`config.mk`:
```
export PLATFORM = sky130hd
export DESIGN_NAME = serial_deser_rx
export DESIGN_NICKNAME = d
export VERILOG_FILES = /design/src/rtl/serial_deser_rx.sv
export SDC_FILE = /design/constraint.sdc
export NUM_CORES = 1
export LEC_CHECK = 0
export CORE_ASPECT_RATIO = 1.2
export CORE_MARGIN = 8
export CORE_UTILIZATION = 30
export CTS_CLUSTER_SIZE = 20
export DETAILED_ROUTE_END_ITERATION = 6
export PLACE_DENSITY = 0.61
export SLEW_MARGIN = 20
export SYNTH_ARGS = -nofsm -noshare
export SYNTH_HDL_FRONTEND = slang
export SYNTH_SLANG_ARGS = --single-unit
export TNS_END_PERCENT = 20
```
`constraint.sdc`:
```
create_clock -name clk -period 1.4 [get_ports clk]
set_input_delay 0.14 -clock clk [delete_from_list [all_inputs] [get_ports clk]]
set_output_delay 0.14 -clock clk [all_outputs]
set_load 0.02 [all_outputs]
```
`src/rtl/serial_deser_rx.sv`:
```
// Receive deserializer for an LSB-first serial stream: assembles N-bit words,
// hands them off through a valid/ready holding register and flags overrun.
module serial_deser_rx #(
    parameter int N = 4
) (
    input  logic         clk,
    input  logic         rst,
    input  logic         en,
    input  logic         SI,
    input  logic         start,
    input  logic         ready,
    input  logic         clr_ovr,
    output logic [N-1:0] q,
    output logic         valid,
    output logic         overrun,
    output logic         busy
);

    localparam int              CW   = (N > 2) ? $clog2(N) : 1;
    localparam logic [CW-1:0]   LAST = CW'(N - 1);
    localparam logic [CW-1:0]   ONE  = CW'(1);

    typedef enum logic {
        HUNT = 1'b0,
        RECV = 1'b1
    } state_t;

    state_t          r_state;
    state_t          w_state_nxt;
    logic [N-1:0]    r_sh;
    logic [N-1:0]    w_sh_nxt;
    logic [CW-1:0]   r_cnt;
    logic [CW-1:0]   w_cnt_nxt;
    logic [N-1:0]    r_q;
    logic            r_valid;
    logic            r_ovr;
    logic [N-1:0]    w_cand;
    logic            w_done;
    logic            w_load;
    logic            w_drop;

    // The shifted value doubles as the completed word on the last bit.
    assign w_cand = {SI, r_sh[N-1:1]};

    always_ff @(posedge clk or negedge rst) begin
        if (!rst) begin
            r_state <= HUNT;
            r_sh    <= '0;
            r_cnt   <= '0;
        end else begin
            r_state <= w_state_nxt;
            r_sh    <= w_sh_nxt;
            r_cnt   <= w_cnt_nxt;
        end
    end

    always_comb begin
        w_state_nxt = r_state;
        w_sh_nxt    = r_sh;
        w_cnt_nxt   = r_cnt;
        w_done      = 1'b0;
        case (r_state)
            HUNT: begin
                if (start) begin
                    w_state_nxt = RECV;
                    w_cnt_nxt   = '0;
                    if (en) begin
                        w_sh_nxt  = w_cand;
                        w_cnt_nxt = ONE;
                    end
                end
            end
            RECV: begin
                // A start re-aligns even on what would have been the last bit.
                if (start) begin
                    w_cnt_nxt = '0;
                    if (en) begin
                        w_sh_nxt  = w_cand;
                        w_cnt_nxt = ONE;
                    end
                end else if (en) begin
                    w_sh_nxt = w_cand;
                    if (r_cnt == LAST) begin
                        w_cnt_nxt = '0;
                        w_done    = 1'b1;
                    end else begin
                        w_cnt_nxt = r_cnt + ONE;
                    end
                end
            end
            default: begin
                w_state_nxt = HUNT;
                w_cnt_nxt   = '0;
            end
        endcase
    end

    assign w_load = w_done && (!r_valid || ready);
    assign w_drop = w_done && r_valid && !ready;

    always_ff @(posedge clk or negedge rst) begin
        if (!rst) begin
            r_q     <= '0;
            r_valid <= 1'b0;
            r_ovr   <= 1'b0;
        end else begin
            if (w_load) begin
                r_q     <= w_cand;
                r_valid <= 1'b1;
            end else if (r_valid && ready) begin
                r_valid <= 1'b0;
            end
            if (w_drop) begin
                r_ovr <= 1'b1;
            end else if (clr_ovr) begin
                r_ovr <= 1'b0;
            end
        end
    end

    assign q       = r_q;
    assign valid   = r_valid;
    assign overrun = r_ovr;
    assign busy    = (r_state == RECV) && (r_cnt != '0);

endmodule

```
# ---- Yosys cells after proc, flatten, opt, wreduce, memory -nomap -nowiden
# Index checks and enable logic that the tools add are counted.
dict set report totals {
  reg_bits 13
  inputBits 7
  output_inout_bits 7
  word_cells 42
}
dict set report classes {
  addsub 1
  n_eq_ne 3
  mux 19
  n_bitwise 1
  n_reduce_logical 12
}
# op count
set op_table {}
lappend op_table {{two-way mux 1 bit} 11}
lappend op_table {{two-way mux 2 bit} 4}
lappend op_table {{two-way mux 4 bit} 2}
lappend op_table {{one-hot mux 4 bit (2 select lines)} 1}
lappend op_table {{nonzero test 2 bit} 3}
lappend op_table {{logical AND 1 bit} 5}
lappend op_table {{one-hot mux 2 bit (2 select lines)} 1}
lappend op_table {{!= test 3 bit (second input constant)} 1}
lappend op_table {{adder 2 x 1 -> 2 bit (second input constant)} 1}
lappend op_table {{equality test 2 bit (second input constant)} 1}
lappend op_table {{logical NOT 1 bit} 2}
lappend op_table {{!= test 2 bit (second input constant)} 1}
lappend op_table {{AND reduction 2 bit} 1}
lappend op_table {{logical OR 1 bit} 1}
lappend op_table {{inverter 1 bit} 1}

# ---- Logic depth before layout (Yosys ltp)
dict set report logic_depth {
  word_depth 8
  ltp_mapped 4
}

# ---- Worst setup path after synthesis
# Ideal clock, no wire load.
dict set report synth_timing {
  path_kind {register -> register}
  start {register r_cnt[0]}
  end {register r_q[3], in the netlist q[3]}
  setup_ns 0.125
  arrival_time_ns 1.141
  required_time_ns 1.275
  slack_ns 0.134
  path_stages_with_launch 5
  n_path_buf 0
  cell_sequence {dfrtp_1 > ha_1 > nand4b_2 > nor2b_4 > mux2_2}
}
dict set report synth_via {
  elab_chain_cells 6
}
# element line
set synth_rtl {}
lappend synth_rtl {{start: declaration} 32} ;# logic [CW-1:0] r_cnt;
lappend synth_rtl {{start signal: assignment} 53} ;# r_cnt <= w_cnt_nxt;
lappend synth_rtl {{equality test 2 bit} 83} ;# if (r_cnt == LAST) begin
lappend synth_rtl {{two-way mux 1 bit} 83}
lappend synth_rtl {{two-way mux 1 bit} 81} ;# end else if (en) begin
lappend synth_rtl {{two-way mux 1 bit} 75} ;# if (start) begin
lappend synth_rtl {{two-way mux 1 bit} 62} ;# case (r_state)
lappend synth_rtl {{logical AND 1 bit} 98} ;# assign w_load = w_done && (!r_valid || ready);
lappend synth_rtl {{end signal: assignment} 108} ;# r_q <= w_cand;
lappend synth_rtl {{end: declaration} 34} ;# logic [N-1:0] r_q;
# No other way between the ends.
# A chain may end at the register's enable or synchronous reset.

# ---- Worst setup path after layout
dict set report layout_timing {
  start {register r_cnt[0]}
  end {register r_q[0], in the netlist q[0]}
}
# The elaborated chain is that of the path after synthesis.

==> flow_summary.rst <==
.. list-table::
   :header-rows: 1

   * - Metric
     - Value
   * - Post-route fraction of the period consumed by the critical path
     - 97.8%
   * - Crit end category
     - flip-flop
   * - Synth Area in Simple Gates
     - 17.2%
   * - # nets final
     - 73
   * - Remaining antenna violation count after routing
     - 0
   * - Port Buf Inserts
     - 13
   * - Initial cell density of the core
     - 31.8%
   * - Fill cell total of the finished layout
     - 144
   * - Synthesized instance count
     - 40
   * - Post-Synth XOR/XNOR Area
     - 0%
   * - Synth area leaders
     - sky130_fd_sc_hd__dfrtp_1 58%, sky130_fd_sc_hd__mux2_2 15%, sky130_fd_sc_hd__ha_1 4.9%
   * - Worst r2r path cells
     - 5
   * - Share of post-route cells with drive strength above 1
     - 33.3%
   * - Async set or reset register ratio after synthesis
     - 100%
   * - Via density per instance
     - 4.51
   * - Leading area contributor after synthesis
     - sky130_fd_sc_hd__dfrtp_1
   * - Final cell count without fillers
     - 81
   * - Time the worst path needs with I/O delays and setup
     - 1370 ps
   * - Sequential-to-total area share from yosys stat
     - 58.3%
   * - Placer Congestion
     - 0.746
   * - Mapped Area
     - 515 µm²
   * - Type of the most critical hold path
     - in -> async
   * - Iteration-0 DRC count of the detailed router
     - 4
   * - Worst R2R Setup Slack
     - 30 ps
   * - Mean cell area of the mapped netlist
     - 12.9 µm²
   * - Slew Limit Headroom
     - 65.1%
   * - # H-tree levels
     - 1
   * - Sum of negative setup slack
     - 0 ps
   * - Setup repair after global routing missed its margin
     - true
   * - Leakage Power
     - 0.442 nW
   * - Post-detail-place hpwl
     - 774 µm
   * - Slew of the pin with the lowest slew margin
     - 521 ps
   * - Pwr Density
     - 1310 nW/µm²
   * - Max Root-Sink Buffers
     - 2
   * - Maximum frequency from static timing analysis
     - 730 MHz
   * - CTS tree
     - built
   * - Critical register-to-register path endpoint
     - q[0]
   * - Total wirelength of the detailed-routed design
     - 1.03 mm
   * - Post-synthesis register bit count
     - 12
   * - Floorplan row count
     - 16
   * - Most used flip-flop cell after synthesis
     - sky130_fd_sc_hd__dfrtp_1
   * - Number of buffers added by the clock tree synthesis step
     - 3
   * - Fraction of synthesized area in multiplexers
     - 15.3%
   * - Register clock-pin slew on the reported worst setup and hold paths
     - 70 ps
   * - Count of antenna diodes in the layout
     - 0
   * - Number of vias after detailed routing
     - 365
   * - Type of element launching the critical path
     - flip-flop
   * - Worst flop-to-flop path startpoint
     - r_cnt[0]
   * - Arrival time at the worst endpoint
     - 1520 ps
   * - Most instantiated cells after synthesis
     - 12 x sky130_fd_sc_hd__dfrtp_1, 7 x sky130_fd_sc_hd__mux2_2, 5 x sky130_fd_sc_hd__nand2_1, 3 x sky130_fd_sc_hd__inv_1, 3 x sky130_fd_sc_hd__nand3_1
   * - Number of clock sinks
     - 12
   * - Yosys warnings
     - 0
   * - Req. time, crit path
     - 1550 ps
   * - Width of the chip
     - 53.8 µm
   * - Number of ports placed on the die boundary
     - 14
   * - DRC errors left
     - 0
   * - Synthesized-area fraction occupied by ao, oa, aoi and oai cells
     - 2.18%
   * - Share of the synthesized area in the top cell type
     - 58.3%
   * - Area of the die
     - 3310 µm²
   * - Run status
     - finished, final reports clean
   * - Maximum number of pins on one net before global-route repair
     - 13
   * - Number of enable-type register cells in the synthesized netlist
     - 0
   * - Syn_nets
     - 49
   * - Unique masters post-synth
     - 14
   * - Core Area
     - 1620 µm²
   * - Global-route total usage across every layer
     - 7.25%
   * - Via count of the first global-routing pass
     - 412
   * - Buffer cell driving the clock tree root
     - sky130_fd_sc_hd__clkbuf_4
   * - Final routed wire length divided by cell count
     - 12.7 µm
   * - Clock latency on the worst-skew pair
     - 260 ps
   * - Die Span Y
     - 61.4 µm
   * - Final Skew
     - 0.869 ps
   * - Max-slew violation count
     - 0
   * - Antenna violations before repair
     - 0
   * - Classification of the worst setup path
     - reg -> reg
   * - Maximum vdd ir drop
     - 0.802 mV
   * - Gr ovfl total
     - 0
   * - Termination of the worst setup path
     - q[0]
   * - Most common cell in the netlist
     - sky130_fd_sc_hd__dfrtp_1
   * - Post-synthesis to final-layout area growth
     - 53.4%
   * - Final-report setup violation count
     - 0
   * - Final count of hold timing violations
     - 0
   * - DRT Pass-1 Iters
     - 4
   * - Adder-cell share of the synthesized area
     - 4.85%
   * - Maximum capacitance violations
     - 0
   * - Post-Place Cells
     - 77
   * - Wire length of the first global-routing pass
     - 1.73 mm
   * - Maximum fanout encountered on the critical timing path
     - 4
   * - Crit path launch
     - r_cnt[0]
   * - Largest family of logic cells by synthesized area
     - simple AND/OR/NAND/NOR gates
critical path: stages, from the launching register on:
cell,delay [ps]
sky130_fd_sc_hd__dfrtp_1,370
sky130_fd_sc_hd__buf_6,110
sky130_fd_sc_hd__ha_4,130
sky130_fd_sc_hd__nand4b_4,100
sky130_fd_sc_hd__nor2b_4,190
sky130_fd_sc_hd__mux2_2,350
layout make-up:
type	instances	area [µm²]	area share, %
Sequential cell	12	300	38.0
Inverter	3	11.3	1.42
Tap cell	18	22.5	2.85
Timing Repair Buffer	19	191	24.2
Clock buffer	4	36.3	4.59
Multi-Input combinational cell	25	229	29.0
sequential cells by signal, indices dropped and copies added (netlist names):
name,count
r_state,1
r_cnt,2
overrun,1
q,4
r_sh,3
valid,1
cells by family after synthesis:
| kind of cell | Yosys count |
|---|---|
| buf+inv | 3 |
| compound gates | 2 |
| simple gates | 14 |
| flops | 12 |
| fa+ha+maj | 2 |
| mux | 7 |
stage by stage:
stage | setup slack [ps] | total power, W | hold WS (ps) | util (%) | instance area [µm²]
2_1_floorplan | 134 | 0.000600 | -156 | - | 515
3_3_place_gp | -83.6 | 0.000776 | 488 | 44.0 | 713
3_5_place_dp | -95.9 | 0.000773 | 496 | 44.0 | 713
4_1_cts | 1.92 | 0.00105 | 228 | 47.0 | 762
5_1_grt | -34.1 | 0.00111 | 248 | 48.8 | 791
6_report | 31.1 | 0.00104 | 215 | 48.8 | 791
metal layers:
layer	vias to the layer above	GRT usage [%]	share of wire, %
met1	170	8.35	44
li1	184	-	-
met5	-	0	0
met4	0	5.42	0.68
met2	9	9.95	46
met3	2	3.62	8.9
report_power, final:
group / internal, W / switching (W)
Sequential: 0.000414 / 0.0000401
Combinational: 0.000174 / 0.000140
Clock: 0.000158 / 0.000110
layout by cell type (no fill, tap or decap), types with 3 or more instances in the layout:
| cell type | instances |
|---|---|
| sky130_fd_sc_hd__buf_4 | 6 |
| sky130_fd_sc_hd__clkbuf_4 | 3 |
| sky130_fd_sc_hd__clkdlybuf4s50_1 | 6 |
| sky130_fd_sc_hd__dfrtp_1 | 12 |
| sky130_fd_sc_hd__dlymetal6s2s_1 | 6 |
| sky130_fd_sc_hd__inv_1 | 3 |
| sky130_fd_sc_hd__mux2_2 | 6 |
| sky130_fd_sc_hd__nand2_1 | 5 |
| sky130_fd_sc_hd__nand3_1 | 3 |
what timing repair did:
action / CTS / global route
endpoints found under the setup margin: 4 / 11
hold buffers: 0 / 0
buffers inserted: 0 / 0
gates cloned: 0 / 0
resized for setup: 5 / 11
worst min path at each step:
| stage | startpoint | to | slack (ps) | cells after the start |
|---|---|---|---|---|
| after floorplan | rst | overrun | -160 | 0 |
| after global placement | r_sh[1] | q[0] | 490 | 1 |
| after detailed placement | r_sh[1] | r_sh[1] | 500 | 1 |
| after CTS | rst | r_sh[1] | 230 | 1 |
| after global routing | rst | r_sh[2] | 250 | 1 |
| final | rst | r_sh[3] | 220 | 1 |
Power figures use the tool's default switching activity.
